## src/rtl/sha256_digest_serializer_if.sv

```systemverilog
// rtl/sha256_digest_serializer_if.sv - byte stream handshake bundle for the digest serializer
interface sha256_digest_serializer_if;
    logic [7:0] byte_out;
    logic       byte_valid;
    logic       byte_ready;
    logic       byte_last;

    modport master (
        output byte_out,
        output byte_valid,
        output byte_last,
        input  byte_ready
    );

    modport slave (
        input  byte_out,
        input  byte_valid,
        input  byte_last,
        output byte_ready
    );
endinterface

```

## src/rtl/sha256_digest_serializer.sv

```systemverilog
// rtl/sha256_digest_serializer.sv - captures a 256-bit digest on done rise and streams it MSB first
module sha256_digest_serializer #(
    parameter bit HEX_MODE = 1'b0
) (
    input  logic                            clk,
    input  logic                            rst_n,
    input  logic [255:0]                    hash_in,
    input  logic                            hash_done,
    sha256_digest_serializer_if.master      stream,
    output logic                            busy,
    output logic                            overrun
);
    localparam logic [6:0] LAST_CNT = HEX_MODE ? 7'd63 : 7'd31;

    typedef enum logic {IDLE, SEND} state_t;

    state_t       state, state_next;
    logic         done_q;
    logic [255:0] shreg, shreg_next;
    logic [6:0]   cnt, cnt_next;
    logic         overrun_next;
    logic         rise, fire, at_last;

    function automatic logic [7:0] hex_char(input logic [3:0] n);
        return (n < 4'd10) ? (8'h30 + {4'h0, n}) : (8'h57 + {4'h0, n});
    endfunction

    assign rise    = hash_done & ~done_q;
    assign fire    = (state == SEND) & stream.byte_ready;
    assign at_last = (cnt == LAST_CNT);

    always_ff @(posedge clk or negedge rst_n) begin
        if (!rst_n) begin
            state   <= IDLE;
            done_q  <= 1'b0;
            shreg   <= '0;
            cnt     <= '0;
            overrun <= 1'b0;
        end else begin
            state   <= state_next;
            done_q  <= hash_done;
            shreg   <= shreg_next;
            cnt     <= cnt_next;
            overrun <= overrun_next;
        end
    end

    always_comb begin
        state_next   = state;
        shreg_next   = shreg;
        cnt_next     = cnt;
        overrun_next = overrun;
        case (state)
            IDLE: begin
                if (rise) begin
                    shreg_next = hash_in;
                    cnt_next   = '0;
                    state_next = SEND;
                end
            end
            SEND: begin
                if (fire) begin
                    cnt_next = cnt + 7'd1;
                    // Hex mode spends two characters on each byte before shifting it out.
                    if (!HEX_MODE || cnt[0])
                        shreg_next = {shreg[247:0], 8'h00};
                    if (at_last) begin
                        if (rise) begin
                            shreg_next = hash_in;
                            cnt_next   = '0;
                        end else begin
                            state_next = IDLE;
                        end
                    end
                end
                if (rise && !(fire && at_last))
                    overrun_next = 1'b1;
            end
            default: state_next = IDLE;
        endcase
    end

    always_comb begin
        stream.byte_out   = 8'h00;
        stream.byte_valid = 1'b0;
        stream.byte_last  = 1'b0;
        busy              = 1'b0;
        if (state == SEND) begin
            stream.byte_valid = 1'b1;
            stream.byte_last  = at_last;
            busy              = 1'b1;
            if (!HEX_MODE)
                stream.byte_out = shreg[255:248];
            else if (!cnt[0])
                stream.byte_out = hex_char(shreg[255:252]);
            else
                stream.byte_out = hex_char(shreg[251:248]);
        end
    end
endmodule
```

## src/flat_wrapper.sv

```systemverilog
// flat-port wrapper written by rule: the top's interface ports become plain ports
module sha256_digest_serializer_flat 
#(
    parameter bit HEX_MODE = 1'b0
)
  (clk, rst_n, hash_in, hash_done, busy, overrun, stream_byte_out, stream_byte_valid, stream_byte_last, stream_byte_ready);
  sha256_digest_serializer_if stream_i ();
  input  logic clk;
  input  logic rst_n;
  input  logic [255:0] hash_in;
  input  logic hash_done;
  output logic busy;
  output logic overrun;
  output wire logic [$bits(stream_i.byte_out)-1:0] stream_byte_out;
  output wire logic [$bits(stream_i.byte_valid)-1:0] stream_byte_valid;
  output wire logic [$bits(stream_i.byte_last)-1:0] stream_byte_last;
  input wire logic [$bits(stream_i.byte_ready)-1:0] stream_byte_ready;
  assign stream_byte_out = stream_i.byte_out;
  assign stream_byte_valid = stream_i.byte_valid;
  assign stream_byte_last = stream_i.byte_last;
  assign stream_i.byte_ready = stream_byte_ready;
  sha256_digest_serializer #(.HEX_MODE(HEX_MODE)) u_core (.clk(clk), .rst_n(rst_n), .hash_in(hash_in), .hash_done(hash_done), .stream(stream_i), .busy(busy), .overrun(overrun));
endmodule
```

## config.mk

```make
export PLATFORM = sky130hd
export DESIGN_NAME = sha256_digest_serializer_flat
export DESIGN_NICKNAME = d
export VERILOG_FILES = /design/src/rtl/sha256_digest_serializer_if.sv /design/src/rtl/sha256_digest_serializer.sv /design/src/flat_wrapper.sv
export SDC_FILE = /design/constraint.sdc
export NUM_CORES = 1
export LEC_CHECK = 0
export CAP_MARGIN = 40
export CORE_MARGIN = 2
export CORE_UTILIZATION = 31
export DETAILED_ROUTE_END_ITERATION = 8
export GPL_ROUTABILITY_DRIVEN = 0
export GPL_TIMING_DRIVEN = 0
export REMOVE_ABC_BUFFERS = 1
export SLEW_MARGIN = 15
export SYNTH_ARGS = -nofsm -noshare
export SYNTH_HDL_FRONTEND = slang
export SYNTH_SLANG_ARGS = --single-unit
export TNS_END_PERCENT = 20
```

## constraint.sdc

```tcl
create_clock -name clk -period 4.4 [get_ports clk]
set_input_delay 0.88 -clock clk [delete_from_list [all_inputs] [get_ports clk]]
set_output_delay 0.88 -clock clk [all_outputs]
set_load 0.05 [all_outputs]
```

==> flow_summary.toml <==
[synthesis]
yosysMostFrequentCell = "dfrtp_1"
ys_top_cells_by_count = "dfrtp_1, a21oi_1, inv_1"
postSynthAreaPerCell_sq_um = 9.909
syn_area_sq_um = 11420
synth-edff-count = 0
ys_seq_area_share_pct = 58.26
async_reset_ff_share_pct = 100.0
yosysTopAreaCell = "dfrtp_1"
synthTopCellsByArea = "dfrtp_1, o22ai_1, a21oi_1, inv_1, mux2i_1"
syn-instance-count = 1153
synth_top_cell_area_share_pct = 58.26
yosys_register_bits = 266
ys.flop_type = "dfrtp_1"
ys_warn_count = 0
ys_types = 34

[sta]
finClkSkew_ps = 14.32
hold_violations = 0
setup_viol = 0
finalCriticalPeriod_ps = 3413
fin_crit_sh_pct = 77.56
whs_ps = 222.2
relSlewSlack_pct = 51.26
report.final.slew_viol_count = 0
fmax_mhz = 293.0
rsz0062_at_grt = "false"
tightestPinTransition_ps = 728.4

[clock_network]
cts_tree = "built"
clk_pin_slew_ps = 50
numCtsBuffers = 31
cts.htree.levels = 1
clock_latency_ps = 570
cts_root_buffer = "clkbuf_16"
postCtsSetupBuffers = 0
cts.path.max_buffers = 3
clock-sinks = 266
holdBufCountCts = 0
cts_resized = 0

[placement]
place_hpwl_microns = 20220
portBuffers = 271
place_inst = 1831

[routing]
routed_wl_microns = 29450
dr.first_iter.drc_count = 362
viasPerCell = 4.874
first_pass_iters = 4
ant_nets = 0
wl_per_cell_microns = 15.59
via_count = 9207
drcViolationCount = 0

[power_and_ir_drop]
power_mw = 6.859
switching_share_pct = 26.94
comb_power_share_pct = 16.9
vdd_drop_max_mv = 0.2901
internal_power_mw = 5.011
clockPowerShare_pct = 36.2
p_seq_share_pct = 46.9
power_density_nw_per_um2 = 433.2
p_leak_nw = 6.554
power_switching_mw = 1.848

[cells_and_area]
drive_gt1_share_pct = 5.853
n_fill_cell = 3554
nets = 1657
areaGrowthSynthToFinish_pct = 38.57
layout.cells.non_filler = 1889
multi_input_area_sq_um = 3417
seq_area_sq_um = 6656

[setup_path]
ff2ff_path_depth = 8
worstPathArrival_ps = 2530
critPathKind = "reg2out"
rrSetupSlack_ps = 1800
endpoint_kind = "output pin"
reg2reg_from = "u_core.cnt[0]"
critPathMaxFanout = 5
required_ps = 3520
startpoint_type = "flip-flop"
timing.rr.end = "u_core.shreg[11]"

[global_routing]
antenna_found_initial = 4
grt_overflow_total = 0
grt_max_degree = 101
grt_pass1_wl_microns = 48580
grt_pass1_vias = 9450
grt_usage_pct = 15.33

[floorplan]
dieArea_sq_um = 38410
die_y_microns = 196.0
core_sq_um = 36430
io_pins = 272
initial_utilization_pct = 31.36
rows = 70
dieWidth_microns = 196.0

[min_path]
holdCritPathClass = "in2async"

[job]
cap_violations = 0

[status]
status = "finished clean"
[registers in the layout, summed over array words and instances, names as in the netlist]
register,cells
u_core.overrun,1
u_core.cnt,7
u_core.state,1
u_core.done_q,1
u_core.shreg,256
[layer usage]
layer  vias up  wire (microns)  global-route usage, %
li1       4496               -                      -
met1      4441           13610                  21.02
met2       222           13430                  24.54
met3        46            1754                  3.507
met4         2             654                  3.956
met5         -              11                      0
[cells by family (layout without fill, tap and decap cells)]
| logic type | count (synthesis) | count (layout) | share of synthesized area (%) |
|---|---|---|---|
| xor gates and xnor gates | 3 | 3 | 0.2300 |
| buffers and inverters | 308 | 573 | 12.06 |
| and+or+nand+nor | 56 | 56 | 2.420 |
| adders and majority gates | 1 | 1 | 0.1095 |
| DFF | 266 | 266 | 58.26 |
| AOI/OAI and AO/OA | 490 | 490 | 24.38 |
| other | 0 | 3 | 0 |
| muxes | 29 | 29 | 2.541 |
[placed cells by master, fill, tap and decap left out, types with 7 or more instances in the layout]
cell type          n
dfrtp_1          266
clkbuf_16         31
o22ai_1          219
and2_1             8
clkdlybuf4s50_1  270
buf_12             7
nor2_1            33
inv_1            221
a21oi_1          249
a22o_1             9
mux2i_1           29
buf_16            17
[area by class of cell]
| cell class | instances | area share [%] |
|---|---|---|
| Antenna cell | 3 | 0.04742 |
| Clock buffer | 43 | 5.564 |
| Clock inverter | 12 | 0.6481 |
| Multi-Input combinational cell | 579 | 21.58 |
| Sequential cell | 266 | 42.05 |
| Inverter | 221 | 5.240 |
| Timing Repair Buffer | 297 | 21.17 |
| Tap cell | 468 | 3.699 |
[how the worst max path moves through the flow]
stage	start	to	slack [ps]	depth (start not counted)
6_report	u_core.cnt[0]	stream_byte_last	990	4
5_1_grt	u_core.cnt[0]	stream_byte_last	830	4
4_1_cts	u_core.cnt[0]	stream_byte_last	950	4
3_5_place_dp	hash_done	u_core.shreg[148]	920	8
3_3_place_gp	rst_n	u_core.shreg[103]	-9340	1
2_1_floorplan	u_core.state	u_core.shreg[100]	-2640	3
[stage by stage]
| stage | setup TNS, ps | worst slack (ps) | util [%] | cell area, sq um |
|---|---|---|---|---|
| after floorplan | -668930 | -2641 | - | 10880 |
| after global placement | -4067990 | -9344 | 38.90 | 14170 |
| after detailed placement | 0 | 915.9 | 40.73 | 14840 |
| after CTS | 0 | 950.9 | 43.43 | 15820 |
| after global routing | 0 | 834.3 | 43.44 | 15830 |
| final | 0 | 987.3 | 43.45 | 15830 |
[power groups by stage]
stage | clock network (mW) | logic, mW | registers, mW
CTS | 2.57 | 1.18 | 3.22
detailed placement | 0 | 1.17 | 3.26
global placement | 0 | 1.13 | 3.26
finish | 2.48 | 1.16 | 3.22
floorplan | 0 | 0.715 | 3.17
global route | 2.66 | 1.32 | 3.28
[worst max-delay path: stages (launching register included)]
cell and delay (ps):
dfrtp_1 410, ha_1 230, and4_1 320, and3_1 180
clkdlybuf4s50_1 830
(Power assumes the default switching activity.)
==> edit 1: new RTL, same flow settings <==
Reset style: synchronous (`rst_n`), changed in one clocked block.
--- a/src/rtl/sha256_digest_serializer.sv
+++ b/src/rtl/sha256_digest_serializer.sv
@@ -29,7 +29,7 @@
     assign fire    = (state == SEND) & stream.byte_ready;
     assign at_last = (cnt == LAST_CNT);
 
-    always_ff @(posedge clk or negedge rst_n) begin
+    always_ff @(posedge clk) begin
         if (!rst_n) begin
             state   <= IDLE;
             done_q  <= 1'b0;
Function: not settled (the Yosys comparison gave no result); the edit may change what the design does.
==> edit 1 against the original RTL <==
- final cell count grew 14%
- synthesized area barely moved
- sequential cell count unchanged
- final area fell by 2.5%
- setup slack better by 0.0098 ns
- power fell by 6.9%
- wire length grew 12%
- combinational power is 3% lower
- critical path type unchanged
==> edit 1: results <==
metrics = {
    "worst_hold_path": {
        "min_path_type": "reg -> reg",
        "whs_path_depth": 1,
        "hp-start": "u_core.shreg[4]",
        "holdPathEnd": "u_core.shreg[4]",
    },
    "synthesis": {
        "synth.area.top_cells": "dfxtp_1 47%, a21oi_1 22%, nand2_1 8.2%",
        "synth_cell_types": 38,
        "syn_avg_cell_area_um2": 7.809,
        "async_reset_ff_share_pct": 0,
        "synth_common_cells": "500 x a21oi_1, 266 x dfxtp_1, 249 x nand2_1",
        "dominantRegCellSynth": "dfxtp_1",
    },
    "sta": {
        "period_share_pct": 77.34,
        "holdWs_ns": 0.4979,
        "slew_headroom_pct": 46.79,
        "finalClockSkew_ns": 0.02037,
    },
    "global_routing": {
        "grt_max_degree": 136,
        "grt_pass1_wl_um": 53750,
        "grt_pass1_vias": 10498,
        "track_usage_pct": 16.54,
    },
    "power_and_ir_drop": {
        "ir_drop_uv": 260.2,
        "powerDensity_mw_per_mm2": 413.8,
        "p_int_uw": 4674,
        "pg_comb_uw": 1120,
        "leakagePower_uw": 0.006142,
    },
    "routing": {
        "drt_wl_total_um": 32890,
        "firstDrtPassIters": 5,
        "num_vias": 10874,
        "drt_iter0_drc": 754,
    },
    "clocking": {
        "cts_inserted_buffers": 30,
        "ctsResizeCount": 0,
    },
    "layout": {
        "fin_cells": 2146,
        "layout-drive-gt1-share_pct": 5.257,
    },
    "critical_path": {
        "rr_endpoint": "u_core.shreg[129]",
        "reg2reg_from": "u_core.state",
        "worstPathMaxFanout": 15,
        "cp.arrival_ns": 2.52,
        "rrSetupSlack_ns": 1.85,
    },
    "placement": {
        "dp_hpwl_um": 21220,
        "place_ws_ns": 1.079,
        "placed_cell_area_mm2": 0.01442,
    },
    "run_status": {
        "outcome": "complete, no violations",
    },
}
==> edit 1: cell count changes after synthesis, sizes merged, moves of 9 or more <==
cell and change:
dfrtp -266, dfxtp +266, a21oi +250, o21ai +246
nand2 +245, inv -219, o22ai -219, buf +29
mux2i -29, clkbuf +28, nor2 -27, a22o -9
==> edit 1: final cells by class <==
class                           count  area [µm²]
Multi-Input combinational cell   1052        5122
Tap cell                          468       585.6
Clock inverter                     11       82.58
Timing Repair Buffer              299        3381
Clock buffer                       44       914.6
Fill cell                        3740       21010
Sequential cell                   266        5325
Antenna cell                        4       10.01
Inverter                            2       7.507
==> edit 1: logic make-up after synthesis <==
group,synth area share (%)
buffers and inverters,8.712
adder cells (fa/ha/maj),0.1094
XOR/XNOR,0.3065
AO/OA/AOI/OAI,34.34
AND/OR/NAND/NOR,9.949
flip-flops,46.58
==> edit 1: layer usage <==
layer	routed length, µm	track usage [%]
met5	0	0
met4	754	4.994
met2	14980	26.36
met3	2017	3.301
met1	15140	22.61
==> edit 2: new RTL, same flow settings <==
Without the edit above. `HEX_MODE` is set to 1'b0 in 2 places; all go to 1'b1.
--- a/src/rtl/sha256_digest_serializer.sv
+++ b/src/rtl/sha256_digest_serializer.sv
@@ -1,6 +1,6 @@
 // rtl/sha256_digest_serializer.sv - captures a 256-bit digest on done rise and streams it MSB first
 module sha256_digest_serializer #(
-    parameter bit HEX_MODE = 1'b0
+    parameter bit HEX_MODE = 1'b1
 ) (
     input  logic                            clk,
     input  logic                            rst_n,
--- a/src/flat_wrapper.sv
+++ b/src/flat_wrapper.sv
@@ -1,7 +1,7 @@
 // flat-port wrapper written by rule: the top's interface ports become plain ports
 module sha256_digest_serializer_flat 
 #(
-    parameter bit HEX_MODE = 1'b0
+    parameter bit HEX_MODE = 1'b1
 )
   (clk, rst_n, hash_in, hash_done, busy, overrun, stream_byte_out, stream_byte_valid, stream_byte_last, stream_byte_ready);
   sha256_digest_serializer_if stream_i ();
Function: not settled (the Yosys comparison gave no result); the edit may change what the design does.
==> edit 2 against the original RTL <==
- final area grew 17%
- highest routed layer unchanged
- synthesized area up 21%
- critical path depth stayed put
- synthesized cell count increased by 8.3%
- sequential cell count is the same
- wire length grew 37%
- final cell count up 9.7%
- utilization down 1.5 points
- setup slack got worse by 0.47 ns
- count of clock-buffer cells in the layout grew 8
Power is not compared: it rests on default switching activity, and its combinational part moved more than twofold at a synthesized area within 25%.
==> edit 2: results <==
metrics = {
    "run_status": {
        "outcome": "complete, no violations",
    },
    "synthesis": {
        "synth_compound_area_share_pct": 39.18,
        "synth_cell_types": 48,
        "synth_fa_ha_area_share_pct": 0.2707,
        "synth_common_cells": "266 x dfrtp_1, 183 x nand2_1, 175 x o211ai_1",
        "synth.area.top_cells": "dfrtp_1 48%, a2bb2oi_2 17%, o211ai_1 9.5%",
        "syn_inst": 1249,
        "yosysSeqAreaShare_pct": 48.00,
        "async_reset_ff_share_pct": 100.0,
        "synthMuxAreaShare_pct": 0.07218,
        "synthXorXnorAreaFrac_pct": 0.3790,
    },
    "critical_path": {
        "worstPathMaxFanout": 15,
        "rr_endpoint": "u_core.shreg[220]",
        "rrSetupSlack_ns": 0.52,
        "reg2reg_from": "u_core.cnt[0]",
        "reg2reg_depth": 9,
        "cp.arrival_ns": 3.01,
        "crit_family": "buffers and inverters",
        "slowest_delay_ns": 0.92,
    },
    "global_routing": {
        "grt_max_degree": 93,
        "antenna_found_initial": 3,
        "track_usage_pct": 17.16,
        "grt_pass1_vias": 11897,
        "grt_pass1_wl_um": 64810,
    },
    "routing": {
        "route.met3.wl_um": 2366,
        "drt_wl_total_um": 40330,
        "firstDrtPassIters": 5,
        "wl_met2_um": 18370,
        "avgViaCountPerCell": 5.380,
        "drt_iter0_drc": 773,
        "wirelength_met1_um": 18860,
    },
    "placement": {
        "dp_hpwl_um": 25900,
        "port_buffers": 270,
        "place_ws_ns": 0.05511,
        "placed_cell_area_mm2": 0.01741,
        "dp.cells": 2008,
    },
    "power_and_ir_drop": {
        "powerDensity_mw_per_mm2": 535.3,
    },
    "clocking": {
        "cts_inserted_buffers": 34,
        "clock_path_buffers": 3,
        "htree_levels": 2,
        "clk_latency_ns": 0.53,
    },
    "layout": {
        "nets": 1717,
        "fin_cells": 2073,
        "fillers": 4160,
        "layout-drive-gt1-share_pct": 18.05,
    },
    "sta": {
        "period_share_pct": 88.33,
        "slew_headroom_pct": 47.17,
        "holdWs_ns": 0.2156,
        "finalClockSkew_ns": 0.02448,
    },
}
edit 2: cell types whose count changed after synthesis, moves of 99 or more:
cell / unedited run / this run
inv_1: 221 / 6
clkbuf_1: 8 / 107
nand2_1: 4 / 183
o211ai_1: 2 / 175
o21ai_0: 4 / 145
a2bb2oi_2: 0 / 159
a21oi_1: 249 / 6
o22ai_1: 219 / 0
edit 2: layer usage:
metal,vias to the layer above,global-route usage [%]
met3,52,4.172
li1,5164,-
met2,288,27.60
met1,5644,22.91
met5,-,0
met4,4,5.080
edit 2: layout make-up:
cell class | count | share of cell area, %
clock inverter | 10 | 0.5592
clock buffer | 51 | 5.484
antenna | 2 | 0.02695
multi-input combinational | 830 | 34.93
sequential | 266 | 35.84
timing repair buffer | 315 | 19.02
tap | 592 | 3.989
inverter | 7 | 0.1415
edit 2: where the power goes:
group	total (µW)	switching, µW	internal (µW)
clock	2810	1090	1720
combinational	3020	1160	1870
sequential	4110	689	3420
total	9940	2930	7010
